===== src/rtl/exec_unit_if.sv =====
// Request/response bundle between the issue logic, the execute stage and the
// register file write port.
interface exec_unit_if #(
  parameter int WIDTH  = 8,
  parameter int ADDR_W = 3
);
  logic              valid_i;
  logic              ready_o;
  logic [2:0]        op_i;
  logic [WIDTH-1:0]  operandA_i;
  logic [WIDTH-1:0]  operandB_i;
  logic [ADDR_W-1:0] destReg_i;
  logic [WIDTH-1:0]  data_o;
  logic [ADDR_W-1:0] destReg_o;
  logic              writeFlag_o;
  logic              zero_o;
  logic              carry_o;

  modport master (
    output valid_i, op_i, operandA_i, operandB_i, destReg_i,
    input  ready_o, data_o, destReg_o, writeFlag_o, zero_o, carry_o
  );

  modport slave (
    input  valid_i, op_i, operandA_i, operandB_i, destReg_i,
    output ready_o, data_o, destReg_o, writeFlag_o, zero_o, carry_o
  );
endinterface


===== src/rtl/exec_unit.sv =====
// Execute stage: single-cycle ALU ops plus an iterative shift-add multiplier
// that keeps the stage busy for WIDTH cycles.
module exec_unit #(
  parameter int WIDTH  = 8,
  parameter int ADDR_W = 3
) (
  input  logic        clk,
  input  logic        rst_n,
  exec_unit_if.slave  bus
);
  localparam int CNT_W = (WIDTH > 1) ? $clog2(WIDTH) : 1;

  localparam logic [2:0] OP_ADD = 3'd0;
  localparam logic [2:0] OP_SUB = 3'd1;
  localparam logic [2:0] OP_AND = 3'd2;
  localparam logic [2:0] OP_OR  = 3'd3;
  localparam logic [2:0] OP_XOR = 3'd4;
  localparam logic [2:0] OP_SHL = 3'd5;
  localparam logic [2:0] OP_SHR = 3'd6;
  localparam logic [2:0] OP_MUL = 3'd7;

  typedef enum logic {ST_IDLE, ST_MUL} state_t;

  // Returns {carry, result}; carry is carry-out, borrow or last bit shifted out.
  function automatic logic [WIDTH:0] alu(input logic [2:0]       op,
                                         input logic [WIDTH-1:0] a,
                                         input logic [WIDTH-1:0] b);
    logic [WIDTH:0] wide;
    logic [WIDTH:0] shr;
    logic [2:0]     amt;
    amt  = b[2:0];
    wide = '0;
    shr  = {a, 1'b0} >> amt;
    case (op)
      OP_ADD:  wide = {1'b0, a} + {1'b0, b};
      OP_SUB:  wide = {1'b0, a} - {1'b0, b};
      OP_AND:  wide = {1'b0, a & b};
      OP_OR:   wide = {1'b0, a | b};
      OP_XOR:  wide = {1'b0, a ^ b};
      OP_SHL:  wide = {1'b0, a} << amt;
      OP_SHR:  wide = {shr[0], shr[WIDTH:1]};
      default: wide = '0;
    endcase
    return wide;
  endfunction

  state_t              state_p1, state_p0;
  logic [CNT_W-1:0]    cnt_p1, cnt_p0;
  logic [2*WIDTH-1:0]  acc_p1, acc_p0;
  logic [WIDTH-1:0]    a_p1, a_p0;
  logic [WIDTH-1:0]    b_p1, b_p0;
  logic [ADDR_W-1:0]   mdest_p1, mdest_p0;

  logic [WIDTH-1:0]    data_p1, data_p0;
  logic [ADDR_W-1:0]   dest_p1, dest_p0;
  logic                zero_p1, zero_p0;
  logic                carry_p1, carry_p0;
  logic                vld_p1, vld_p0;

  logic [WIDTH:0]      alu_res;
  logic [2*WIDTH-1:0]  addend;
  logic [2*WIDTH-1:0]  acc_sum;

  assign alu_res = alu(bus.op_i, bus.operandA_i, bus.operandB_i);
  assign addend  = b_p1[cnt_p1] ? ({{WIDTH{1'b0}}, a_p1} << cnt_p1) : '0;
  assign acc_sum = acc_p1 + addend;

  always_comb begin
    state_p0 = state_p1;
    cnt_p0   = cnt_p1;
    acc_p0   = acc_p1;
    a_p0     = a_p1;
    b_p0     = b_p1;
    mdest_p0 = mdest_p1;
    data_p0  = data_p1;
    dest_p0  = dest_p1;
    zero_p0  = zero_p1;
    carry_p0 = carry_p1;
    vld_p0   = 1'b0;
    case (state_p1)
      ST_IDLE: begin
        if (bus.valid_i) begin
          if (bus.op_i == OP_MUL) begin
            a_p0     = bus.operandA_i;
            b_p0     = bus.operandB_i;
            mdest_p0 = bus.destReg_i;
            acc_p0   = '0;
            cnt_p0   = '0;
            state_p0 = ST_MUL;
          end else begin
            data_p0  = alu_res[WIDTH-1:0];
            carry_p0 = alu_res[WIDTH];
            zero_p0  = (alu_res[WIDTH-1:0] == '0);
            dest_p0  = bus.destReg_i;
            vld_p0   = 1'b1;
          end
        end
      end
      ST_MUL: begin
        acc_p0 = acc_sum;
        cnt_p0 = cnt_p1 + 1'b1;
        if (cnt_p1 == CNT_W'(WIDTH - 1)) begin
          data_p0  = acc_sum[WIDTH-1:0];
          carry_p0 = |acc_sum[2*WIDTH-1:WIDTH];
          zero_p0  = (acc_sum[WIDTH-1:0] == '0);
          dest_p0  = mdest_p1;
          vld_p0   = 1'b1;
          state_p0 = ST_IDLE;
        end
      end
      default: state_p0 = ST_IDLE;
    endcase
  end

  // Stage boundary: every architectural register, including the result outputs, resets
  always_ff @(posedge clk) begin
    if (!rst_n) begin
      state_p1 <= ST_IDLE;
      cnt_p1   <= '0;
      acc_p1   <= '0;
      a_p1     <= '0;
      b_p1     <= '0;
      mdest_p1 <= '0;
      data_p1  <= '0;
      dest_p1  <= '0;
      zero_p1  <= 1'b0;
      carry_p1 <= 1'b0;
      vld_p1   <= 1'b0;
    end else begin
      state_p1 <= state_p0;
      cnt_p1   <= cnt_p0;
      acc_p1   <= acc_p0;
      a_p1     <= a_p0;
      b_p1     <= b_p0;
      mdest_p1 <= mdest_p0;
      data_p1  <= data_p0;
      dest_p1  <= dest_p0;
      zero_p1  <= zero_p0;
      carry_p1 <= carry_p0;
      vld_p1   <= vld_p0;
    end
  end

  assign bus.ready_o     = (state_p1 == ST_IDLE);
  assign bus.data_o      = data_p1;
  assign bus.destReg_o   = dest_p1;
  assign bus.zero_o      = zero_p1;
  assign bus.carry_o     = carry_p1;
  assign bus.writeFlag_o = vld_p1;
endmodule


===== src/flat_wrapper.sv =====
// flat-port wrapper written by rule: the top's interface ports become plain ports
module exec_unit_flat 
#(
  parameter int WIDTH  = 8,
  parameter int ADDR_W = 3
)
  (clk, rst_n, bus_valid_i, bus_op_i, bus_operandA_i, bus_operandB_i, bus_destReg_i, bus_ready_o, bus_data_o, bus_destReg_o, bus_writeFlag_o, bus_zero_o, bus_carry_o);
  exec_unit_if #(.WIDTH(WIDTH), .ADDR_W(ADDR_W)) bus_i ();
  input  logic clk;
  input  logic rst_n;
  input wire logic [$bits(bus_i.valid_i)-1:0] bus_valid_i;
  input wire logic [$bits(bus_i.op_i)-1:0] bus_op_i;
  input wire logic [$bits(bus_i.operandA_i)-1:0] bus_operandA_i;
  input wire logic [$bits(bus_i.operandB_i)-1:0] bus_operandB_i;
  input wire logic [$bits(bus_i.destReg_i)-1:0] bus_destReg_i;
  output wire logic [$bits(bus_i.ready_o)-1:0] bus_ready_o;
  output wire logic [$bits(bus_i.data_o)-1:0] bus_data_o;
  output wire logic [$bits(bus_i.destReg_o)-1:0] bus_destReg_o;
  output wire logic [$bits(bus_i.writeFlag_o)-1:0] bus_writeFlag_o;
  output wire logic [$bits(bus_i.zero_o)-1:0] bus_zero_o;
  output wire logic [$bits(bus_i.carry_o)-1:0] bus_carry_o;
  assign bus_i.valid_i = bus_valid_i;
  assign bus_i.op_i = bus_op_i;
  assign bus_i.operandA_i = bus_operandA_i;
  assign bus_i.operandB_i = bus_operandB_i;
  assign bus_i.destReg_i = bus_destReg_i;
  assign bus_ready_o = bus_i.ready_o;
  assign bus_data_o = bus_i.data_o;
  assign bus_destReg_o = bus_i.destReg_o;
  assign bus_writeFlag_o = bus_i.writeFlag_o;
  assign bus_zero_o = bus_i.zero_o;
  assign bus_carry_o = bus_i.carry_o;
  exec_unit #(.WIDTH(WIDTH), .ADDR_W(ADDR_W)) u_core (.clk(clk), .rst_n(rst_n), .bus(bus_i));
endmodule

===== config.mk =====
export PLATFORM = sky130hd
export DESIGN_NAME = exec_unit_flat
export DESIGN_NICKNAME = d
export VERILOG_FILES = /design/src/rtl/exec_unit_if.sv /design/src/rtl/exec_unit.sv /design/src/flat_wrapper.sv
export SDC_FILE = /design/constraint.sdc
export NUM_CORES = 1
export LEC_CHECK = 0
export CORE_UTILIZATION = 45
export DETAILED_ROUTE_END_ITERATION = 7
export SYNTH_ARGS = -nofsm -noshare
export SYNTH_HDL_FRONTEND = slang
export SYNTH_SLANG_ARGS = --single-unit
export TNS_END_PERCENT = 20

===== constraint.sdc =====
create_clock -name clk -period 4.4 [get_ports clk]
set_input_delay 1.32 -clock clk [delete_from_list [all_inputs] [get_ports clk]]
set_output_delay 1.32 -clock clk [all_outputs]
set_load 0.03 [all_outputs]

==> results.py <==
metrics = {
    "pwr": {
        "pwr-share-clk_pct": 32.2,
        "p_leak_nw": 2.20,
        "swShare_pct": 30.8,
        "internal-power_mw": 0.879,
        "p_sw_mw": 0.392,
        "p_seq_share_pct": 39.6,
        "ir_drop_mv": 0.152,
        "power_density_nw_per_um2": 231,
        "power.total_mw": 1.27,
        "p_comb_share_pct": 28.1,
    },
    "floorplanning": {
        "rows": 37,
        "core_area_um2": 10300,
        "start_util_pct": 46.3,
        "die_area_um2": 11000,
        "ioPinCount": 40,
        "die_y_um": 105,
        "die-width_um": 105,
    },
    "timing": {
        "finalSetupViolations": 0,
        "final_hold_viol_count": 0,
        "tightestPinTransition_ps": 905,
        "period_minus_slack_ps": 4110,
        "fin_skew_ps": 11.0,
        "timing.slew.headroom_pct": 38.1,
        "drv_slew": 0,
        "fmax_ghz": 0.244,
        "rsz0062_at_grt": "no",
        "post-route-period-util_pct": 93.3,
        "whs_ps": 464,
        "setup_tns_ps": 0,
    },
    "logic_synthesis": {
        "synthArstFlopShare_pct": 0,
        "syn_area_um2": 4760,
        "synth_edf_count": 0,
        "synth_top_area_share_pct": 22.3,
        "synth_nets": 678,
        "synth.area.top_cells": "dfxtp_1 22%, ha_1 11%, nand2_1 6.7%",
        "ys_warn_count": 0,
        "synth_ff_type": "dfxtp_1",
        "syn_inst": 608,
        "syn_avg_cell_area_um2": 7.83,
        "synth_cell_types": 72,
        "ys_seq_area_share_pct": 22.3,
        "synth_top_area_cell": "dfxtp_1",
        "ys_ff_latch": 53,
    },
    "place": {
        "dp.cells": 773,
        "io_buffers": 39,
        "hpwl_mm": 11.0,
        "post_dp_cell_area_um2": 5350,
        "gp_congestion": 0.904,
    },
    "cts": {
        "clk_latency_ps": 310,
        "cts_buffers": 5,
        "cts_setup_buffers": 0,
        "hold_buffers": 0,
        "cts.sink_count": 53,
        "clkSlewWorstSetupHoldPaths_ps": 110,
        "htree_num_levels": 2,
        "cts_buffer_depth": 2,
        "clockRootBuffer": "clkbuf_8",
        "cts_tree": "built",
        "cts_resized": 0,
    },
    "layout": {
        "num-fill-cells": 1031,
        "final_area_um2": 5490,
        "final_cells": 782,
        "area_growth_pct": 15.5,
        "nets": 714,
        "drive_gt1_share_pct": 9.15,
    },
    "route": {
        "dr.pass1.iters": 5,
        "wirelength_mm": 14.2,
        "viasPerCell": 5.87,
        "wire_per_inst_um": 18.1,
        "drc": 0,
        "vias": 4587,
        "ant_nets": 0,
        "drt_iter0_drc": 275,
    },
    "critical_path": {
        "critPathSlowestCell": "clkdlybuf4s50_1",
        "cp_cell_sequence": "clkdlybuf4s50_1 > nor2_1 > nand2_1 > o21ai_0 > inv_1 > ha_1 > nor2b_1 > o21ai_0 > a21boi_1 > o21a_1 > o41a_1 > mux2i_1 > o41ai_1 > a31oi_1",
        "worst-path-buf-inv": 2,
        "cp_slowest_stage_delay_ps": 450,
        "arrival_ps": 4280,
        "worstPathRequired_ps": 4580,
        "worstSetupPathType": "in2reg",
        "startpoint_type": "primary input",
        "crit_top_cell": "o21ai_0",
        "critPathTopFamily": "compound AO/OA/AOI/OAI gates",
        "worstPathMaxFanout": 3,
        "worst_setup_path_end_kind": "flop",
    },
    "global_route": {
        "grt_max_degree": 31,
        "grt_pass1_vias": 4431,
        "globalRouteTotalUtil_pct": 26.5,
        "overflow": 0,
        "grt_pass1_wl_mm": 22.9,
        "antenna_found_initial": 1,
    },
    "run": {
        "cap_violations": 0,
    },
    "run_status": {
        "status": "finished, final reports clean",
    },
    "min_path": {
        "hp-class": "reg2reg",
    },
}
[cell type report]
cell class | count | area [um2] | area share, %
multi-input cells | 494 | 3440 | 62.5
diodes | 1 | 2.50 | 0.0455
clock inverters | 3 | 68.8 | 1.25
clock buffers | 5 | 68.8 | 1.25
flip-flops and latches | 53 | 1060 | 19.3
repair buffers | 67 | 601 | 10.9
well taps | 136 | 170 | 3.10
inverters | 23 | 86.3 | 1.57
[power groups by stage]
stage	registers, mW	clock network, mW	logic [mW]
after floorplan	0.534	0	0.199
after global placement	0.514	0	0.351
after detailed placement	0.515	0	0.354
after CTS	0.504	0.413	0.355
after global routing	0.506	0.433	0.388
final	0.504	0.410	0.358
[final timing paths]
path                      start                    to  slack [ps]  depth (start not counted)
max reg2reg    u_core.cnt_p1[0]    u_core.bus.carry_o         330                         13
min reg2reg  u_core.mdest_p1[1]    u_core.mdest_p1[1]         460                          2
max                 bus_op_i[1]  u_core.bus.data_o[7]         290                         14
min          u_core.mdest_p1[1]    u_core.mdest_p1[1]         460                          2
[per-layer routing]
layer	vias up	GRT usage [%]	wire length, um
li1	2272	-	-
met1	2174	34.1	6430
met2	121	45.4	6820
met3	20	3.87	617
met4	0	8.55	291
met5	-	0	0
[logic make-up (layout without fill, tap and decap cells)]
group                    after synthesis  after routing  synth area share [%]
buffers and inverters                 61             98                  5.50
AO/OA/AOI/OAI                        162            162                  22.5
other                                  0              1                     0
adder cells (fa/ha/maj)               45             45                  12.1
multiplexers                          39             39                  11.0
XOR/XNOR                              19             19                  3.50
flip-flops                            53             53                  22.3
AND/OR/NAND/NOR                      229            229                  23.1
[state kept, by name (all words and copies together), names as in the netlist]
signal                  count
u_core.a_p1                 8
u_core.acc_p1              16
u_core.b_p1                 8
u_core.bus.carry_o          1
u_core.bus.data_o           8
u_core.bus.destReg_o        3
u_core.bus.writeFlag_o      1
u_core.bus.zero_o           1
u_core.cnt_p1               3
u_core.mdest_p1             3
u_core.state_p1             1
[layout by cell type, fill, tap and decap left out, types with 3 or more instances in the layout]
master,count
a211oi_1,7
mux2i_1,24
a21boi_0,6
o22ai_1,5
nand3b_1,3
a31oi_1,11
a21oi_1,54
o21a_1,4
nand3_1,9
inv_1,23
clkdlybuf4s50_1,39
nor3b_1,3
or3_1,3
xor2_1,3
o211ai_1,4
nor3_1,10
mux2_2,4
nand2_1,85
nand2b_1,13
buf_4,28
a221oi_1,4
o21ai_0,22
a21o_1,6
xnor2_1,16
ha_1,43
and3_1,10
mux4_2,10
nand4_1,4
dfxtp_1,53
clkbuf_8,5
and2_1,5
nor2b_1,18
a22oi_1,9
nor2_1,56
[metrics by stage]
| step | utilization (%) | setup WS (ps) |
|---|---|---|
| 2_1_floorplan | - | 321 |
| 3_3_place_gp | 52.1 | 88.3 |
| 3_5_place_dp | 52.1 | -9.61 |
| 4_1_cts | 53.4 | 283 |
| 5_1_grt | 53.4 | 18.7 |
| 6_report | 53.5 | 295 |
[synth_stat cells, drive strengths merged (3+ instances only)]
cell type / n
a211oi: 9
a21boi: 8
a21o: 7
a21oi: 55
a221oi: 4
a22oi: 9
a31oi: 11
and2: 5
and3: 10
buf: 8
clkbuf: 28
dfxtp: 53
ha: 43
inv: 23
mux2: 5
mux2i: 24
mux4: 10
nand2: 85
nand2b: 13
nand3: 9
nand3b: 3
nand4: 4
nor2: 57
nor2b: 18
nor3: 10
nor3b: 3
nor4: 3
o211ai: 5
o21a: 4
o21ai: 22
o22ai: 5
or3: 3
xnor2: 16
xor2: 3
[worst reg2reg max path: stages (launching register included)]
cell      delay (ps)
dfxtp_1          410
mux4_2           560
nand2_1          170
and2_1           270
a21oi_1           80
ha_1             370
o211ai_1         130
o211ai_1         300
a41oi_2          230
o21a_1           270
xnor2_1          140
or4b_1           540
nor4_2           320
o22ai_1          150
No activity file was read; power rests on OpenSTA's default activity.
